--- config.mk ---
export PLATFORM = sky130hd
export DESIGN_NAME = spi_sram_multi
export DESIGN_NICKNAME = d
export VERILOG_FILES = /design/src/rtl/spi_sram_multi.sv
export SDC_FILE = /design/constraint.sdc
export NUM_CORES = 1
export LEC_CHECK = 0
export ABC_AREA = 1
export ABC_CLOCK_PERIOD_IN_PS = 2220
export CAP_MARGIN = 20
export CORE_UTILIZATION = 57
export CTS_BUF_LIST = sky130_fd_sc_hd__clkbuf_8
export DETAILED_ROUTE_END_ITERATION = 8
export PLACE_DENSITY_LB_ADDON = 0.05
export SLEW_MARGIN = 20
export SYNTH_ARGS = -nofsm -noshare
export SYNTH_HDL_FRONTEND = slang
export SYNTH_SLANG_ARGS = --single-unit
--- constraint.sdc ---
create_clock -name clk -period 2.22 [get_ports clk]
set_clock_uncertainty 0.05 [all_clocks]
set_input_delay 0.333 -clock clk [delete_from_list [all_inputs] [get_ports clk]]
set_output_delay 0.333 -clock clk [all_outputs]
set_load 0.02 [all_outputs]
--- src/rtl/spi_sram_multi.sv ---
// spi_sram_multi: bridges a word-addressed bus slave onto N_CS serial SPI SRAMs
// (READ 0x03 / WRITE 0x02, sequential mode). Writes only send the byte span
// from the lowest to the highest enabled byte lane.
//
// state   | meaning
// --------+----------------------------------------------------------
// S_IDLE  | waiting for cyc; request latched on acceptance
// S_SETUP | CS asserted, first MOSI bit held for CLK_DIV cycles
// S_SHIFT | SCK toggling every CLK_DIV cycles, frame shifting
// S_DONE  | CS released, ack issued if cyc still high
// S_GAP   | CS held high CLK_DIV cycles; no request accepted
module spi_sram_multi #(
  parameter int N_CS    = 2,
  parameter int AB      = 16,
  parameter int CLK_DIV = 1,
  parameter int CSB     = (N_CS > 1) ? $clog2(N_CS) : 0,
  parameter int AW      = AB - 2 + CSB
) (
  input  logic            clk,
  input  logic            rst_n,
  input  logic            cyc,
  input  logic [AW-1:0]   adr,
  input  logic            we,
  input  logic [31:0]     dat_i,
  input  logic [3:0]      sel,
  output logic [31:0]     dat_o,
  output logic            ack,
  output logic            busy,
  input  logic            spi_miso,
  output logic            spi_clk,
  output logic            spi_mosi,
  output logic [N_CS-1:0] spi_cs_n
);

  localparam int FW  = 8 + AB + 32;
  localparam int BCW = $clog2(FW);
  localparam int DW  = (CLK_DIV > 1) ? $clog2(CLK_DIV) : 1;
  localparam logic [DW-1:0] DIV_LOAD = DW'(CLK_DIV - 1);

  typedef enum logic [2:0] {S_IDLE, S_SETUP, S_SHIFT, S_DONE, S_GAP} state_t;

  state_t          state_q;
  logic [FW-1:0]   frame_q;
  logic [31:0]     rx_q;
  logic [BCW-1:0]  bits_q;
  logic [DW-1:0]   div_q;
  logic            we_q, chip_ok_q;
  logic            sclk_q, mosi_q, ack_q, busy_q;
  logic [N_CS-1:0] cs_q;
  logic [31:0]     dat_q;

  logic [1:0]      first_c, last_c, span_c;
  logic [2:0]      chip_c;
  logic            chip_ok_c;
  logic [N_CS-1:0] cs_sel_c;
  logic [AB-1:0]   baddr_c;
  logic [31:0]     shifted_c, data_c;
  logic [FW-1:0]   frame_c;
  logic [BCW-1:0]  nbits_c;

  function automatic logic [31:0] bswap(input logic [31:0] v);
    return {v[7:0], v[15:8], v[23:16], v[31:24]};
  endfunction

  // Chip index comes from the top address bits; a single chip has none.
  generate
    if (CSB > 0) begin : g_chip
      assign chip_c = 3'(adr[AW-1:AB-2]);
    end else begin : g_one
      assign chip_c = 3'd0;
    end
  endgenerate

  // Decode the request: byte span, chip select, and the outgoing frame (MSB first).
  always_comb begin
    first_c = 2'd0;
    last_c  = 2'd0;
    for (int i = 3; i >= 0; i--) if (sel[i]) first_c = 2'(i);
    for (int i = 0; i < 4; i++)  if (sel[i]) last_c = 2'(i);
    span_c    = last_c - first_c;
    chip_ok_c = chip_c < 3'(N_CS);
    cs_sel_c  = '1;
    for (int i = 0; i < N_CS; i++) if (chip_c == 3'(i)) cs_sel_c[i] = 1'b0;
    baddr_c   = {adr[AB-3:0], (we ? first_c : 2'b00)};
    // Byte 'first' moves to the top so data leaves in ascending byte order.
    shifted_c = dat_i >> {first_c, 3'b000};
    data_c    = we ? bswap(shifted_c) : 32'h0;
    frame_c   = {(we ? 8'h02 : 8'h03), baddr_c, data_c};
    nbits_c   = we ? (BCW'(8 + AB + 7) + BCW'({span_c, 3'b000})) : BCW'(FW - 1);
  end

  // Transaction FSM with all outputs registered.
  always_ff @(posedge clk or negedge rst_n) begin
    if (!rst_n) begin
      state_q   <= S_IDLE;
      frame_q   <= '0;
      rx_q      <= '0;
      bits_q    <= '0;
      div_q     <= '0;
      we_q      <= 1'b0;
      chip_ok_q <= 1'b0;
      sclk_q    <= 1'b0;
      mosi_q    <= 1'b0;
      ack_q     <= 1'b0;
      busy_q    <= 1'b0;
      cs_q      <= '1;
      dat_q     <= '0;
    end else begin
      ack_q <= 1'b0;
      case (state_q)
        S_IDLE: begin
          if (cyc) begin
            busy_q    <= 1'b1;
            we_q      <= we;
            chip_ok_q <= chip_ok_c;
            frame_q   <= {frame_c[FW-2:0], 1'b0};
            bits_q    <= nbits_c;
            div_q     <= DIV_LOAD;
            if (we && (sel == 4'b0000)) begin
              state_q <= S_DONE;
            end else begin
              state_q <= S_SETUP;
              cs_q    <= cs_sel_c;
              mosi_q  <= frame_c[FW-1];
            end
          end
        end
        S_SETUP: begin
          if (div_q == '0) begin
            div_q   <= DIV_LOAD;
            state_q <= S_SHIFT;
          end else begin
            div_q <= div_q - 1'b1;
          end
        end
        S_SHIFT: begin
          if (div_q != '0) begin
            div_q <= div_q - 1'b1;
          end else begin
            div_q <= DIV_LOAD;
            if (!sclk_q) begin
              sclk_q <= 1'b1;
              rx_q   <= {rx_q[30:0], spi_miso};
            end else begin
              sclk_q <= 1'b0;
              if (bits_q == '0) begin
                state_q <= S_DONE;
                cs_q    <= '1;
                mosi_q  <= 1'b0;
              end else begin
                bits_q  <= bits_q - 1'b1;
                mosi_q  <= frame_q[FW-1];
                frame_q <= {frame_q[FW-2:0], 1'b0};
              end
            end
          end
        end
        S_DONE: begin
          ack_q   <= cyc;
          if (cyc && !we_q) dat_q <= chip_ok_q ? bswap(rx_q) : 32'h0;
          div_q   <= DIV_LOAD;
          state_q <= S_GAP;
        end
        S_GAP: begin
          busy_q <= 1'b0;
          if (div_q == '0) state_q <= S_IDLE;
          else             div_q <= div_q - 1'b1;
        end
        default: state_q <= S_IDLE;
      endcase
    end
  end

  assign dat_o    = dat_q;
  assign ack      = ack_q;
  assign busy     = busy_q;
  assign spi_clk  = sclk_q;
  assign spi_mosi = mosi_q;
  assign spi_cs_n = cs_q;

endmodule

Word-level counts from Yosys, hierarchy flattened:

Cells that the tools add are included.

* div/mod/pow operators: 0
* equality and inequality tests: 12
* add/sub/neg operators: 4
* multipliers: 0
* $lt $le $gt $ge: 1
* bitwise logic cells: 2
* shifts and indexed selects: 1
* reductions and logical operators: 21
* muxes and demuxes: 51

Operators by type and width (count)
* two-way mux 56 bit: 4
* one-hot mux 56 bit (2 select lines): 1
* two-way mux 32 bit: 2
* >> shifter 32 x 5 -> 32 bit: 1
* two-way mux 6 bit: 5
* two-way mux 2 bit: 13
* two-way mux 3 bit: 6
* inequality test 2 bit (second input constant): 8
* one-hot mux 3 bit (5 select lines): 1
* two-way mux 1 bit: 14
* one-hot mux 6 bit (2 select lines): 1
* AND reduction 6 bit: 2
* AND reduction 2 bit: 5
* AND reduction 5 bit: 2
* adder 5 x 5 -> 6 bit (first input constant): 1
* equality test 3 x 2 -> 1 bit (second input constant): 2
* zero test 3 bit: 2
* zero test 6 bit: 1
* subtractor 6 x 1 -> 6 bit (second input constant): 1
* zero test 4 bit: 1
* one-hot mux 1 bit (2 select lines): 2
* one-hot mux 2 bit (2 select lines): 1
* nonzero test 2 bit: 2
* equality test 3 x 1 -> 1 bit (second input constant): 1
* 11 further kinds: 13

* memory bits (writable): 0
* bits in read-only memories: 0
* input bits: 56
* latch bits: 0
* word-level logic and storage cells: 105
* memories: 0
* flip-flop bits (word level): 138
* output and inout port bits: 38

Longest topological paths before layout:

* word-level depth: 9
* depth in mapped cells: 14
* mapped depth without buffers: 13

Least setup slack after synthesis:

No wires, ideal clock.

* path kind: input to register
* start point: input port sel[2]
* end point: register bits_q[4]
* setup time: 0.121 ns
* required time: 2.049 ns
* arrival: 1.632 ns
* stages on the path: 12
* path slack: 0.417 ns
* path buffers: 1
* cell sequence: inv_1 > nand2_1 > nand2_1 > nand2_1 > inv_1 > buf_2 > ha_1 > xnor2_1 > ha_1 > nand2_1 > nand3_1 > o21ai_1

* word-level cells in the longest chain between the ends: 8
* elaborated cells on any way between the ends: 10
* those cells by class: add/sub: 2; mux: 8

RTL lines
* from (decl): RTL line 25 `input logic [3:0] sel,`
* two-way mux 2 bit (3 in series): RTL line 78 `for (int i = 3; i >= 0; i--) if (sel[i]) first_c = 2'(i);`
* subtractor 2 bit *: RTL line 80 `span_c = last_c - first_c;`
* adder 5 x 5 -> 6 bit *: RTL line 89 `nbits_c = we ? (BCW'(8 + AB + 7) + BCW'({span_c, 3'b000})) : BCW'(FW - 1);`
* two-way mux 6 bit *: RTL line 89
* two-way mux 6 bit *: RTL line 112 `if (cyc) begin`
* one-hot mux 6 bit (2 select lines) *: RTL line 110 `case (state_q)`
* to (signal assigned): RTL line 117 `bits_q <= nbits_c;`
* to (signal assigned): RTL line 151 `bits_q <= bits_q - 1'b1;`
* to (decl): RTL line 45 `logic [BCW-1:0] bits_q;`

Mark *: on every way between the ends. The rest lies on a longest branch, timed or not. The select of a mux whose other input is x is not followed.
A chain may end at the register's enable or synchronous reset.

Final worst setup path:

* start point: register state_q[0]
* end point: register frame_q[21]

* word-level cells in the longest chain between the ends: 3
* elaborated cells on any way between the ends: 9
* those cells by class: eq/ne: 5; mux: 1; reduce/logical: 3

RTL lines
* from (decl): RTL line 42 `state_t state_q;`
* from (signal assigned): RTL line 95 `state_q <= S_IDLE;`
* from (signal assigned): RTL line 120 `state_q <= S_DONE;`
* from (signal assigned): RTL line 122 `state_q <= S_SETUP;`
* equality test 3 x 2 -> 1 bit / zero test 3 bit (equally long branches): RTL line 110
* inequality test 2 bit (no source line) / nonzero test 2 bit (equally long branches)
* AND reduction 5 bit (no source line)
* to (signal assigned): RTL line 116 `frame_q <= {frame_c[FW-2:0], 1'b0};`
* to (signal assigned): RTL line 153 `frame_q <= {frame_q[FW-2:0], 1'b0};`
* to (decl): RTL line 43 `logic [FW-1:0] frame_q;`

Several ways; a longest one is shown, not always the timed one.

==> reports/results.txt <==
CTS buffer count: 17
gr usage total: 0.270
Final WS setup: 0.268 ns
reg-to-reg critical path endpoint: frame_q[21]$_DFFE_PN0P_
Final ANT Viol Nets: 0
worst skew pair latency: 0.44 ns
most common cell after layout, fill and taps aside: nand2_1
CTS tree: built
Pins Over Slew Limit: 0
Hold WS: 0.228 ns
vias in the first global route: 5686
total power: 10.2 mW
sequential share of the synthesized area: 0.512
worst reg2reg setup slack: 0.27 ns
Worst R2R Start: state_q[0]$_DFFE_PN0P_
Layout fillers: 988
CTS resizes: 0
Reg clk slew, reported paths: 0.08 ns
Synth Warn #: 0
Slew @ Worst Pin: 1.11 ns
IO Count: 94
first-pass GRT wire length: 25300 um
max_cap viols: 0
Post-synth EDFFs: 0
Cell variety after synth: 32
Final Setup Violations: 0
Max-slew headroom: 0.257
setup TNS: 0 ns
# rows: 39
critical path class: flip-flop to flip-flop
Post-Syn Area per Cell: 7.56 um2
First DRT Iteration DRCs: 474
Post-CTS Setup Inserts: 0
1st-pass router iterations: 7
chip width: 110 um
Mapped Cells: 881
outcome: finished, final reports clean
RSZ-0062 raised after global routing: false
Post-Syn Area: 6660 um2
DR WL/cell: 13.4 um
most frequent cells in the layout: nand2_1 (309), dfrtp_1 (134), inv_1 (107)
Async SR Flop Fraction: 1.00
final instance area: 8150 um2
FF+latch count, synth: 136
Die ar.: 12100 um2
leakage power: 4.17 nW
Critical Path AT: 2.29 ns
syn_nets: 941
fraction of layout cells with a size suffix above 1: 0.0671
CP Data Required Time: 2.55 ns
ANT cells: 0
Period Utilization, post-route: 0.879
Worst R2R Path Depth: 9
CTS sink count: 136
area delta synth->final: 22.4%
Placed Instance Area: 7750 um2
nets@finish: 1030
Worst Setup Start Kind: flip-flop
Top FF cell, synth: dfrtp_1
placer congestion estimate: 0.886
core area: 11400 um2
pin count of the biggest net entering global routing: 75
Initial Util: 0.583
Buffers on Ports: 93
antenna violations before repair: 0
crit end category: flip-flop
CP max FO: 14
Post-route DRC: 0
clk buf depth: 2
Place WS: 0.0547 ns
peak supply drop: 1050 uV
total grt overflow: 0
detailed placer's ending HPWL: 10200 um
vias per std cell: 5.19
Peak Freq: 0.512 GHz
drt total wl: 15100 um
detailed-route via count: 5847
power density cells: 1260 nW/um2
H-Tree Depth: 4
Hold WC Path Type: input port to asynchronous set/reset pin
final hold vios: 0
CTS root buf: clkbuf_8
post-layout min period: 1.95 ns
die height: 110 um
-- metal layers --
metal  part of all wire  GRT usage  vias to the layer above
li1                   -          -                     2911
met1               0.44      0.351                     2705
met2               0.48      0.437                      200
met3              0.064     0.0594                       31
met4              0.021      0.113                        0
met5                  0          0                        -
-- synthesized netlist by cell type (2+ instances only) --
| cell | instances | area, um2 |
|---|---|---|
| nor2_4 | 3 | 33.8 |
| nor2_2 | 3 | 18.8 |
| nand3_1 | 98 | 490 |
| nand2_1 | 309 | 1160 |
| inv_1 | 106 | 398 |
| inv_2 | 2 | 7.51 |
| a22oi_1 | 2 | 15.0 |
| dfrtp_1 | 134 | 3350 |
| a21oi_1 | 3 | 15.0 |
| buf_4 | 7 | 52.6 |
| xnor2_1 | 2 | 17.5 |
| o21ai_1 | 17 | 85.1 |
| clkbuf_1 | 17 | 63.8 |
| nand3b_1 | 8 | 60.1 |
| dfstp_2 | 2 | 52.6 |
| clkinv_1 | 2 | 7.51 |
| o22ai_1 | 4 | 25.0 |
| buf_2 | 15 | 75.1 |
| ha_1 | 4 | 50.1 |
| clkbuf_2 | 2 | 10.0 |
| o21ai_0 | 66 | 330 |
| nor2_1 | 65 | 244 |
-- timing repair --
item | in CTS | in global routing
hold endpoints to repair | 60 | 0
hold buffers | 1 | 0
endpoints found under the setup margin | 0 | 0
-- power by group --
part	internal [mW]	leakage (nW)	total, mW	switching (mW)
Sequential	3.38	1.76	3.86	0.487
Clock	1.00	0.199	1.95	0.954
Combinational	1.67	2.21	4.41	2.75
Total	6.04	4.17	10.2	4.19
-- cells by family (layout without fill, tap and decap cells) --
family	Yosys count	count (layout)	synth area share
compound gates	93	93	0.0718
xor+xnor	2	2	0.00263
flops	136	136	0.512
buf+inv	153	255	0.0945
simple gates	493	493	0.312
fa+ha+maj	4	4	0.00752
-- cell type report --
cell class                      count  area (um2)  area share
Timing Repair Buffer              113        1140       0.140
Multi-Input combinational cell    592        2620       0.322
Clock buffer                       21         289      0.0355
Tap cell                          143         179      0.0219
Sequential cell                   136        3410       0.418
Inverter                          110         413      0.0507
Clock inverter                     11        98.8      0.0121
-- sequential cells by signal, indices dropped and copies added (netlist names) --
name / flops
rx_q: 32
ack: 1
spi_mosi: 1
spi_cs_n: 2
spi_clk: 1
busy: 1
frame_q: 55
dat_o: 32
we_q: 1
state_q: 3
bits_q: 6
chip_ok_q: 1
-- worst max path at each step --
stage,start,to,depth (start not counted)
final,state_q[0]$_DFFE_PN0P_,frame_q[21]$_DFFE_PN0P_,9
after global routing,state_q[0]$_DFFE_PN0P_,frame_q[21]$_DFFE_PN0P_,9
after CTS,spi_cs_n[1]$_DFFE_PN1P_,spi_cs_n[1],1
after detailed placement,sel[2],bits_q[4]$_DFFE_PN0P_,12
after global placement,sel[2],bits_q[4]$_DFFE_PN0P_,12
after floorplan,sel[2],bits_q[4]$_DFFE_PN0P_,12
-- critical path: stages, from the launching register on --
cell	delay, ns
dfrtp_1	0.44
nor2_4	0.18
nand2_2	0.13
inv_2	0.25
nand2_1	0.15
clkinv_1	0.08
nand2_1	0.29
nor2_1	0.20
nor2_1	0.07
nand2_1	0.05
-- metrics by stage --
step | util | instances
after floorplan | - | 881
after global placement | 0.679 | 1093
after detailed placement | 0.679 | 1093
after CTS | 0.714 | 1126
after global routing | 0.714 | 1126
final | 0.714 | 1126
No activity file was read; power rests on OpenSTA's default activity.
